**config.mk**
```make
export PLATFORM = sky130hd
export DESIGN_NAME = tx_frame_loader
export DESIGN_NICKNAME = d
export VERILOG_FILES = /design/src/rtl/ethpipe_tx_pkg.sv /design/src/rtl/tx_frame_loader.sv
export SDC_FILE = /design/constraint.sdc
export NUM_CORES = 1
export LEC_CHECK = 0
export BUFFER_PORTS_ARGS = -buffer_cell sky130_fd_sc_hd__buf_2
export CORE_ASPECT_RATIO = 1.2
export CORE_UTILIZATION = 63
export CTS_CLUSTER_DIAMETER = 200
export CTS_CLUSTER_SIZE = 12
export DETAILED_ROUTE_END_ITERATION = 7
export PLACE_DENSITY = 0.83
export SETUP_SLACK_MARGIN = 0.3
export SLEW_MARGIN = 40
export SYNTH_ARGS = -nofsm -noshare
export SYNTH_HDL_FRONTEND = slang
export SYNTH_SLANG_ARGS = --single-unit
```
**constraint.sdc**
```tcl
create_clock -name gmii_tx_clk -period 8.7 [get_ports gmii_tx_clk]
set_clock_uncertainty 0.1 [all_clocks]
set_input_delay 0.435 -clock gmii_tx_clk [delete_from_list [all_inputs] [get_ports gmii_tx_clk]]
set_output_delay 0.435 -clock gmii_tx_clk [all_outputs]
set_load 0.02 [all_outputs]
```
**src/rtl/ethpipe_tx_pkg.sv**
```systemverilog
// Shared definitions for the Ethernet TX frame loader.
//   HDR_WORDS : words ahead of the payload in a slot (length + timestamp + hash)
//   SLOT_AW   : TX slot RAM word address width
//   addr_t    : slot word address / pointer type (arithmetic wraps naturally)
//   tx_state_e: frame loader FSM states
package ethpipe_tx_pkg;

  localparam int unsigned HDR_WORDS = 7;
  localparam int unsigned SLOT_AW   = 14;

  typedef logic [SLOT_AW-1:0] addr_t;

  typedef enum logic [2:0] {
    IDLE,
    HDR,
    DATA,
    PAD,
    LEN,
    COMMIT,
    DROP
  } tx_state_e;

endpackage

```
**src/rtl/tx_frame_loader.sv**
```systemverilog
// TX frame loader: packs an incoming byte stream into the TX slot RAM ring.
// Slot layout at base: word0 = padded length + 1, words 1-4 timestamp (MSW
// first), words 5-6 hash (MSW first), then payload two bytes per word with
// the earlier byte high. mem_wr_ptr only moves once a whole slot is written.
// Ports:
//   gmii_tx_clk, sys_rst_n            : clock, async active-low reset
//   in_valid/in_last/in_data/in_ready : byte stream handshake
//   in_timestamp, in_hash             : per-frame metadata, valid with byte 0
//   slot_tx_eth_*                     : registered RAM write port
//   mem_rd_ptr / mem_wr_ptr           : consumer / committed producer pointer
//   err_oversize, frames_committed    : drop pulse, committed frame count
module tx_frame_loader
  import ethpipe_tx_pkg::*;
#(
  parameter int unsigned MIN_LEN = 60,
  parameter int unsigned MAX_LEN = 1518
) (
  input  logic        gmii_tx_clk,
  input  logic        sys_rst_n,
  input  logic        in_valid,
  input  logic        in_last,
  input  logic [7:0]  in_data,
  output logic        in_ready,
  input  logic [63:0] in_timestamp,
  input  logic [31:0] in_hash,
  output logic [15:0] slot_tx_eth_data,
  output logic [1:0]  slot_tx_eth_byte_en,
  output logic [13:0] slot_tx_eth_addr,
  output logic        slot_tx_eth_wr_en,
  input  logic [13:0] mem_rd_ptr,
  output logic [13:0] mem_wr_ptr,
  output logic        err_oversize,
  output logic [31:0] frames_committed
);

  localparam logic [15:0] LP_MIN = 16'(MIN_LEN);
  localparam logic [15:0] LP_MAX = 16'(MAX_LEN);
  localparam addr_t       LP_HDR = addr_t'(HDR_WORDS);

  tx_state_e   r_state, w_state_nxt;
  logic [63:0] r_ts;
  logic [31:0] r_hash;
  addr_t       r_base, r_addr, r_end, r_wr_ptr;
  logic [2:0]  r_hdr_idx;
  logic [15:0] r_cnt, r_len;
  logic [7:0]  r_hi;
  logic [31:0] r_frames;
  logic        r_err;
  logic        r_slot_we;
  logic [1:0]  r_slot_be;
  addr_t       r_slot_addr;
  logic [15:0] r_slot_data;

  logic        w_ready, w_we, w_acc, w_drop, w_full;
  addr_t       w_waddr, w_end;
  logic [15:0] w_wdata, w_cnt_nxt, w_len;

  always_comb begin
    w_state_nxt = r_state;
    w_ready     = 1'b0;
    w_we        = 1'b0;
    w_wdata     = '0;
    w_acc       = 1'b0;
    w_drop      = 1'b0;
    w_waddr     = (r_state == LEN) ? r_base : r_addr;
    // Ring full: writing here would catch up with the consumer.
    w_full      = (w_waddr + addr_t'(1)) == mem_rd_ptr;
    w_cnt_nxt   = r_cnt + 16'd1;
    w_len       = (w_cnt_nxt < LP_MIN) ? LP_MIN : w_cnt_nxt;
    w_end       = r_base + LP_HDR + addr_t'((w_len + 16'd1) >> 1);

    case (r_state)
      IDLE: if (in_valid) w_state_nxt = HDR;
      HDR: begin
        if (!w_full) begin
          w_we = 1'b1;
          case (r_hdr_idx)
            3'd1:    w_wdata = r_ts[63:48];
            3'd2:    w_wdata = r_ts[47:32];
            3'd3:    w_wdata = r_ts[31:16];
            3'd4:    w_wdata = r_ts[15:0];
            3'd5:    w_wdata = r_hash[31:16];
            default: w_wdata = r_hash[15:0];
          endcase
          if (r_hdr_idx == 3'd6) w_state_nxt = DATA;
        end
      end
      DATA: begin
        // Stall on full regardless of byte parity so the check stays per-address.
        w_ready = !w_full;
        w_acc   = in_valid && w_ready;
        if (w_acc) begin
          if (w_cnt_nxt > LP_MAX) begin
            w_drop      = 1'b1;
            w_state_nxt = in_last ? IDLE : DROP;
          end else begin
            if (r_cnt[0]) begin
              w_we    = 1'b1;
              w_wdata = {r_hi, in_data};
            end else if (in_last) begin
              w_we    = 1'b1;
              w_wdata = {in_data, 8'h00};
            end
            if (in_last) w_state_nxt = (w_cnt_nxt < LP_MIN) ? PAD : LEN;
          end
        end
      end
      PAD: begin
        // An odd last byte already supplied one pad byte in its word.
        if (r_addr == r_end) w_state_nxt = LEN;
        else if (!w_full) w_we = 1'b1;
      end
      LEN: begin
        if (!w_full) begin
          w_we        = 1'b1;
          w_wdata     = r_len + 16'd1;
          w_state_nxt = COMMIT;
        end
      end
      COMMIT: w_state_nxt = IDLE;
      DROP: begin
        w_ready = 1'b1;
        if (in_valid && in_last) w_state_nxt = IDLE;
      end
      default: w_state_nxt = IDLE;
    endcase
  end

  always_ff @(posedge gmii_tx_clk or negedge sys_rst_n) begin
    if (!sys_rst_n) begin
      r_state     <= IDLE;
      r_ts        <= '0;
      r_hash      <= '0;
      r_base      <= '0;
      r_addr      <= '0;
      r_end       <= '0;
      r_wr_ptr    <= '0;
      r_hdr_idx   <= '0;
      r_cnt       <= '0;
      r_len       <= '0;
      r_hi        <= '0;
      r_frames    <= '0;
      r_err       <= 1'b0;
      r_slot_we   <= 1'b0;
      r_slot_be   <= '0;
      r_slot_addr <= '0;
      r_slot_data <= '0;
    end else begin
      r_state     <= w_state_nxt;
      r_err       <= w_drop;
      r_slot_we   <= w_we;
      r_slot_be   <= w_we ? 2'b11 : 2'b00;
      r_slot_addr <= w_waddr;
      r_slot_data <= w_wdata;
      // r_addr keeps the slot end through LEN so COMMIT can publish it.
      if (w_we && r_state != LEN) r_addr <= r_addr + addr_t'(1);
      case (r_state)
        IDLE: begin
          if (in_valid) begin
            r_ts      <= in_timestamp;
            r_hash    <= in_hash;
            r_base    <= r_wr_ptr;
            r_addr    <= r_wr_ptr + addr_t'(1);
            r_hdr_idx <= 3'd1;
            r_cnt     <= '0;
          end
        end
        HDR: if (w_we) r_hdr_idx <= r_hdr_idx + 3'd1;
        DATA: begin
          if (w_acc && !w_drop) begin
            r_cnt <= w_cnt_nxt;
            r_hi  <= in_data;
            if (in_last) begin
              r_len <= w_len;
              r_end <= w_end;
            end
          end
        end
        COMMIT: begin
          r_wr_ptr <= r_addr;
          r_frames <= r_frames + 32'd1;
        end
        default: ;
      endcase
    end
  end

  assign in_ready            = w_ready;
  assign slot_tx_eth_wr_en   = r_slot_we;
  assign slot_tx_eth_byte_en = r_slot_be;
  assign slot_tx_eth_addr    = r_slot_addr;
  assign slot_tx_eth_data    = r_slot_data;
  assign mem_wr_ptr          = r_wr_ptr;
  assign err_oversize        = r_err;
  assign frames_committed    = r_frames;

endmodule

```
; ---- Word-level counts from Yosys, hierarchy flattened
; Cells that the tools add are included.
[totals]
ff_bits = 264
[classes]
add_sub_neg = 10
n_lt_le_gt_ge = 2
eq_ne = 25
mux = 43
n_reduce_logical = 16
[op_table]
columns = operator, count
row1 = $mux W16, 9
row2 = $pmux W16 S5, 1
row3 = $mux W14, 4
row4 = $pmux W16 S3, 1
row5 = $add A14 B1 Y14 const B, 3
row6 = $mux W3, 12
row7 = $add A16 B1 Y16 const B, 2
row8 = $add A32 B1 Y32 const B, 1
row9 = $pmux W16 S2, 1
row10 = $eq A14 B14 Y1, 2
row11 = $eq A3 B3 Y1 const B, 6
row12 = $ne A2 B2 Y1 const B, 9
row13 = $pmux W3 S6, 1
row14 = $gt A16 B11 Y1 const B, 1
row15 = $lt A16 B6 Y1 const B, 1
row16 = $add A15 B1 Y15 const B, 1
row17 = $add A14 B14 Y14, 1
row18 = $add A14 B3 Y14 const B, 1
row19 = $eq A3 B2 Y1 const B, 4
row20 = $mux W1, 10
row21 = $reduce_and A3 Y1, 3
row22 = $reduce_and A8 Y1, 1
row23 = $eq A3 B1 Y1 const B, 2
row24 = $ne A3 B3 Y1 const B, 2
row25 = other kinds (11), 17

; ---- Depth between registers and ports, before layout
[depth]
depth_word = 12
depth_mapped = 23
ltp_nobuf = 22

; ---- Worst setup path before layout
; Ideal clock, no wire load.
[synth_path]
path_type = register -> register
startpoint = register r_cnt[4]
endpoint = register r_end[13]
setup_time_ps = 125
arrival_time_ps = 5046
required_time_ps = 8475
path_slack_ps = 3429
stages_incl_launch_ff = 24
n_path_buf = 2
cell_sequence = dfrtp_1 buf_2 nand4_1 buf_2 o41ai_1 o21ba_2 or4b_4 nor4_4 nor2_1 ha_1 xnor2_1 ha_1 inv_1 ha_1 fa_1 a21oi_1 o21bai_1 a21o_1 a21o_1 a21o_1 a41oi_1 a21oi_1 xor2_1 mux2_4
[synth_via]
word_cells_on_any_way = 12
[synth_rtl]
columns = element, line
row1 = "start, declared", tx_frame_loader.sv:45  ; logic [15:0] r_cnt, r_len;
row2 = "start signal, assigned", tx_frame_loader.sv:171  ; r_cnt <= w_cnt_nxt;
row3 = $add A16 B1 Y16, tx_frame_loader.sv:68  ; w_cnt_nxt = r_cnt + 16'd1;
row4 = $lt A16 B6 Y1, tx_frame_loader.sv:69  ; w_len = (w_cnt_nxt < LP_MIN) ? LP_MIN : w_cnt_nxt;
row5 = $mux W16, tx_frame_loader.sv:69
row6 = via w_len[0], tx_frame_loader.sv:56  ; logic [15:0] w_wdata, w_cnt_nxt, w_len;
row7 = $add A15 B1 Y15, tx_frame_loader.sv:70  ; w_end = r_base + LP_HDR + addr_t'((w_len + 16'd1) >> 1);
row8 = $add A14 B14 Y14, tx_frame_loader.sv:70
row9 = "end signal, assigned", tx_frame_loader.sv:175  ; r_end <= w_end;
row10 = "end, declared", tx_frame_loader.sv:43  ; addr_t r_base, r_addr, r_end, r_wr_ptr;
; The timed path passes the listed nets, and every way through them passes these cells.
; A chain may end at the register's enable or synchronous reset.

; ---- Worst setup path in the final report
[layout_path]
startpoint = register r_cnt[0]
endpoint = register r_end[13]
[layout_via]
word_cells_on_any_way = 12
[layout_rtl]
columns = element, line
row1 = $add A16 B1 Y16 (*), tx_frame_loader.sv:68
row2 = $lt A16 B6 Y1, tx_frame_loader.sv:69
row3 = $mux W16 (*), tx_frame_loader.sv:69
row4 = via w_len[0], tx_frame_loader.sv:56
row5 = $add A15 B1 Y15 (*), tx_frame_loader.sv:70
row6 = $add A14 B14 Y14 (*), tx_frame_loader.sv:70
; Mark *: on every way through the listed nets, which the timed path passes. The rest lies on a longest branch.

==> metrics <==
number of port buffers around 200; ratio of cells with drive above 1 in the final layout 0.177; Cell variety after synth around 90; slew margin rel. 0.434; full die area 0.0235 mm2; H-tree Lvls 1; GPL Wtd Cong just over 0.9; drt drc 0; Crit path largest cell delay about 0.8 ns; max-slew violations 0; Rows 60; Max Used Layer met4; worst path required time roughly 9.0 ns; number of synthesized flops with an enable pin 0; DR pass1 iterations 6; most frequent cells in the layout nand2_1, dfrtp_1, buf_2; minimum clock period ~6.5 ns; initial antenna violation count 0; CP Depth 22; Placement Cell Area 0.0155 mm2; cell area after layout between 0.015 and 0.02 mm2; WL final around 40,000 um; CTS buffer count 25; reg2reg path depth 22; Core ar. 0.0224 mm2; total number of vias ~13,000; Peak Freq about 150 MHz; final HPWL from detailed placement around 27,000 um; vias in the first global route roughly 12,000; CTS tree done; asr flop ratio synth 1.00; syn nets between 1,500 and 2,000; Detail Route met3 WL between 2000 and 3000 um; Area growth, synth to finish 16.2%; Crit Path Category flip-flop to flip-flop; Die W 140 um; Congestion Overflow GR 0; Worst Setup Start Kind flip-flop; n_diodes 0; Period Utilization, post-route 0.748; Initial DRC Count 1,134; met2 WL a little under 20,000 um; Worst-Skew Late Latency approximately 0.54 ns; outcome finished clean; Mapped Avg Cell Area 9.18 um2; commonest non-fill, non-tap cell in the layout nand2_1; WL/cell just under 20 um; LEAKAGE a little over 8 nW; CP most frequent cell ha_1; largest net degree at the start of global routing 79; Setup TNS 0 ns; R2R setup slack ~2.2 ns; hold path depth 3; maximum vdd drop 0.178 mV; Tightest Pin Transition around 0.84 ns; Crit. End Element flip-flop; Synth Instances between 1,500 and 2,000; Antenna Violating Nets Remaining 0; Slowest-stage cell, CP dfrtp_1; Synth Warn # 0; Post-CTS Setup Inserts 0; Pwr Density about 300 mW/mm2; WHS around 0.0076 ns; clk root buf clkbuf_16; Buf/Inv on CP 1; initial core utilization 0.642; CTS sink cnt 262; WL met1 ~16,000 um; Worst-path clk slew roughly 0.07 ns; WP data arrival between 6 and 7 ns; final setup vio count 0; post-synth design cell area around 0.014 mm2; dominant cell type by area after synthesis dfrtp_1; vias per cell 6.19; RSZ-0062 raised after global routing false; worst-path maximum fanout 20; chip height 168 um; nets@finish around 1,900; final number of hold-violating endpoints 0; sequential-to-total area share from yosys stat 0.455; GRT Total Usage 0.349; first-pass GRT wire length around 65,000 um; Ports around 200; Area contributors post-synth dfrtp_1, nand2_1, xnor2_1; Main synth FF type dfrtp_1; maxcap violations 0; flops & latches, synth between 200 and 300; sequence of cells on the critical path ha_1 > nand3_1 > or4_1 > nand2_1 > or4b_4 > nor4_4 > nor2_1 > ha_1 > xnor2_1 > ha_1 > inv_1 > ha_1 > fa_1 > a21oi_1 > o21bai_1 > a21o_1 > a21o_1 > a21o_1 > a41oi_1 > a21oi_1 > xor2_1 > mux2_4; worst hold path class input port to flip-flop; Yosys top cell area share 0.455; Max Buffers Root-to-Sink 3; final core utilization 0.747; cell family with most CP delay adder cells
-- timing repair --
action | in CTS | in global routing
hold buffers | 55 | 0
endpoints found under the hold margin | 115 | 0
gates resized for setup | 0 | 0
-- cells by family (layout without fill, tap and decap cells) --
family,count (synthesis),after routing,share of synthesized area
compound gates,229,229,0.114
xor+xnor,126,126,0.0786
fa+ha+maj,40,40,0.0351
buf+inv,130,339,0.0394
flops,262,262,0.455
mux,65,65,0.0539
simple gates,719,719,0.225
-- worst reg2reg max path: stages (launching register included) --
cell	delay, ns
dfrtp_1	0.80
ha_1	0.59
nand3_1	0.12
or4_1	0.47
nand2_1	0.09
or4b_4	0.51
nor4_4	0.47
nor2_1	0.15
ha_1	0.33
xnor2_1	0.16
ha_1	0.27
inv_1	0.04
ha_1	0.21
fa_1	0.42
a21oi_1	0.16
o21bai_1	0.12
a21o_1	0.19
a21o_1	0.20
a21o_1	0.19
a41oi_1	0.28
a21oi_1	0.12
xor2_1	0.17
mux2_4	0.26
-- layout make-up --
class                           instances  area, um2
Tap cell                              279        349
Fill cell                            1554       5690
Sequential cell                       262       6560
Timing Repair Buffer                  272       1730
Inverter                               40        150
Clock inverter                          1       8.76
Clock buffer                           26        639
Multi-Input combinational cell       1179       7320
-- report_power, final --
| group | leakage [nW] | internal, W | switching, W |
|---|---|---|---|
| sequential | 3.34 | 0.00166 | 0.000457 |
| combinational | 4.62 | 0.000820 | 0.00125 |
| clock | 0.320 | 0.000514 | 0.000438 |
| total | 8.28 | 0.00300 | 0.00214 |
-- path summary, 6_finish.rpt --
check                            startpoint                   end
min in group asynchronous         sys_rst_n  frames_committed[28]
hold reg to reg                  r_hash[30]            r_hash[30]
hold / removal             in_timestamp[13]              r_ts[13]
setup / recovery                   r_cnt[0]             r_end[13]
max in group asynchronous         sys_rst_n          r_hdr_idx[2]
setup reg to reg                   r_cnt[0]             r_end[13]
-- state kept, by name, indices dropped and copies added (netlist names), 14 cells and up --
register	count
slot_tx_eth_addr	14
r_len	16
r_base	14
r_cnt	16
r_ts	64
r_addr	14
mem_wr_ptr	14
frames_committed	32
r_end	14
slot_tx_eth_data	16
r_hash	32
-- metrics by stage --
| step | instances | power (W) | worst slack (ns) |
|---|---|---|---|
| 3_3_place_gp | 1974 | 0.00403 | 2.56 |
| 5_1_grt | 2059 | 0.00544 | 1.89 |
| 6_report | 2059 | 0.00514 | 2.20 |
| 2_1_floorplan | 1571 | 0.00346 | 3.43 |
| 3_5_place_dp | 1976 | 0.00410 | 2.35 |
| 4_1_cts | 2058 | 0.00509 | 2.27 |
-- synthesized netlist by cell type (all sizes together) (35+ instances only) --
cell / count
mux2: 49
nand2: 469
nor2: 58
xor2: 44
dfrtp: 262
clkbuf: 64
a21oi: 35
nand3: 44
inv: 39
o21ai: 42
ha: 38
xnor2: 80
-- routing by layer --
| metal | global-route usage | up-vias |
|---|---|---|
| met1 | 0.444 | 6148 |
| met2 | 0.585 | 677 |
| met4 | 0.167 | 0 |
| met5 | 0 | - |
| met3 | 0.0543 | 133 |
| li1 | - | 5791 |
No activity file was read; power rests on OpenSTA's default activity.
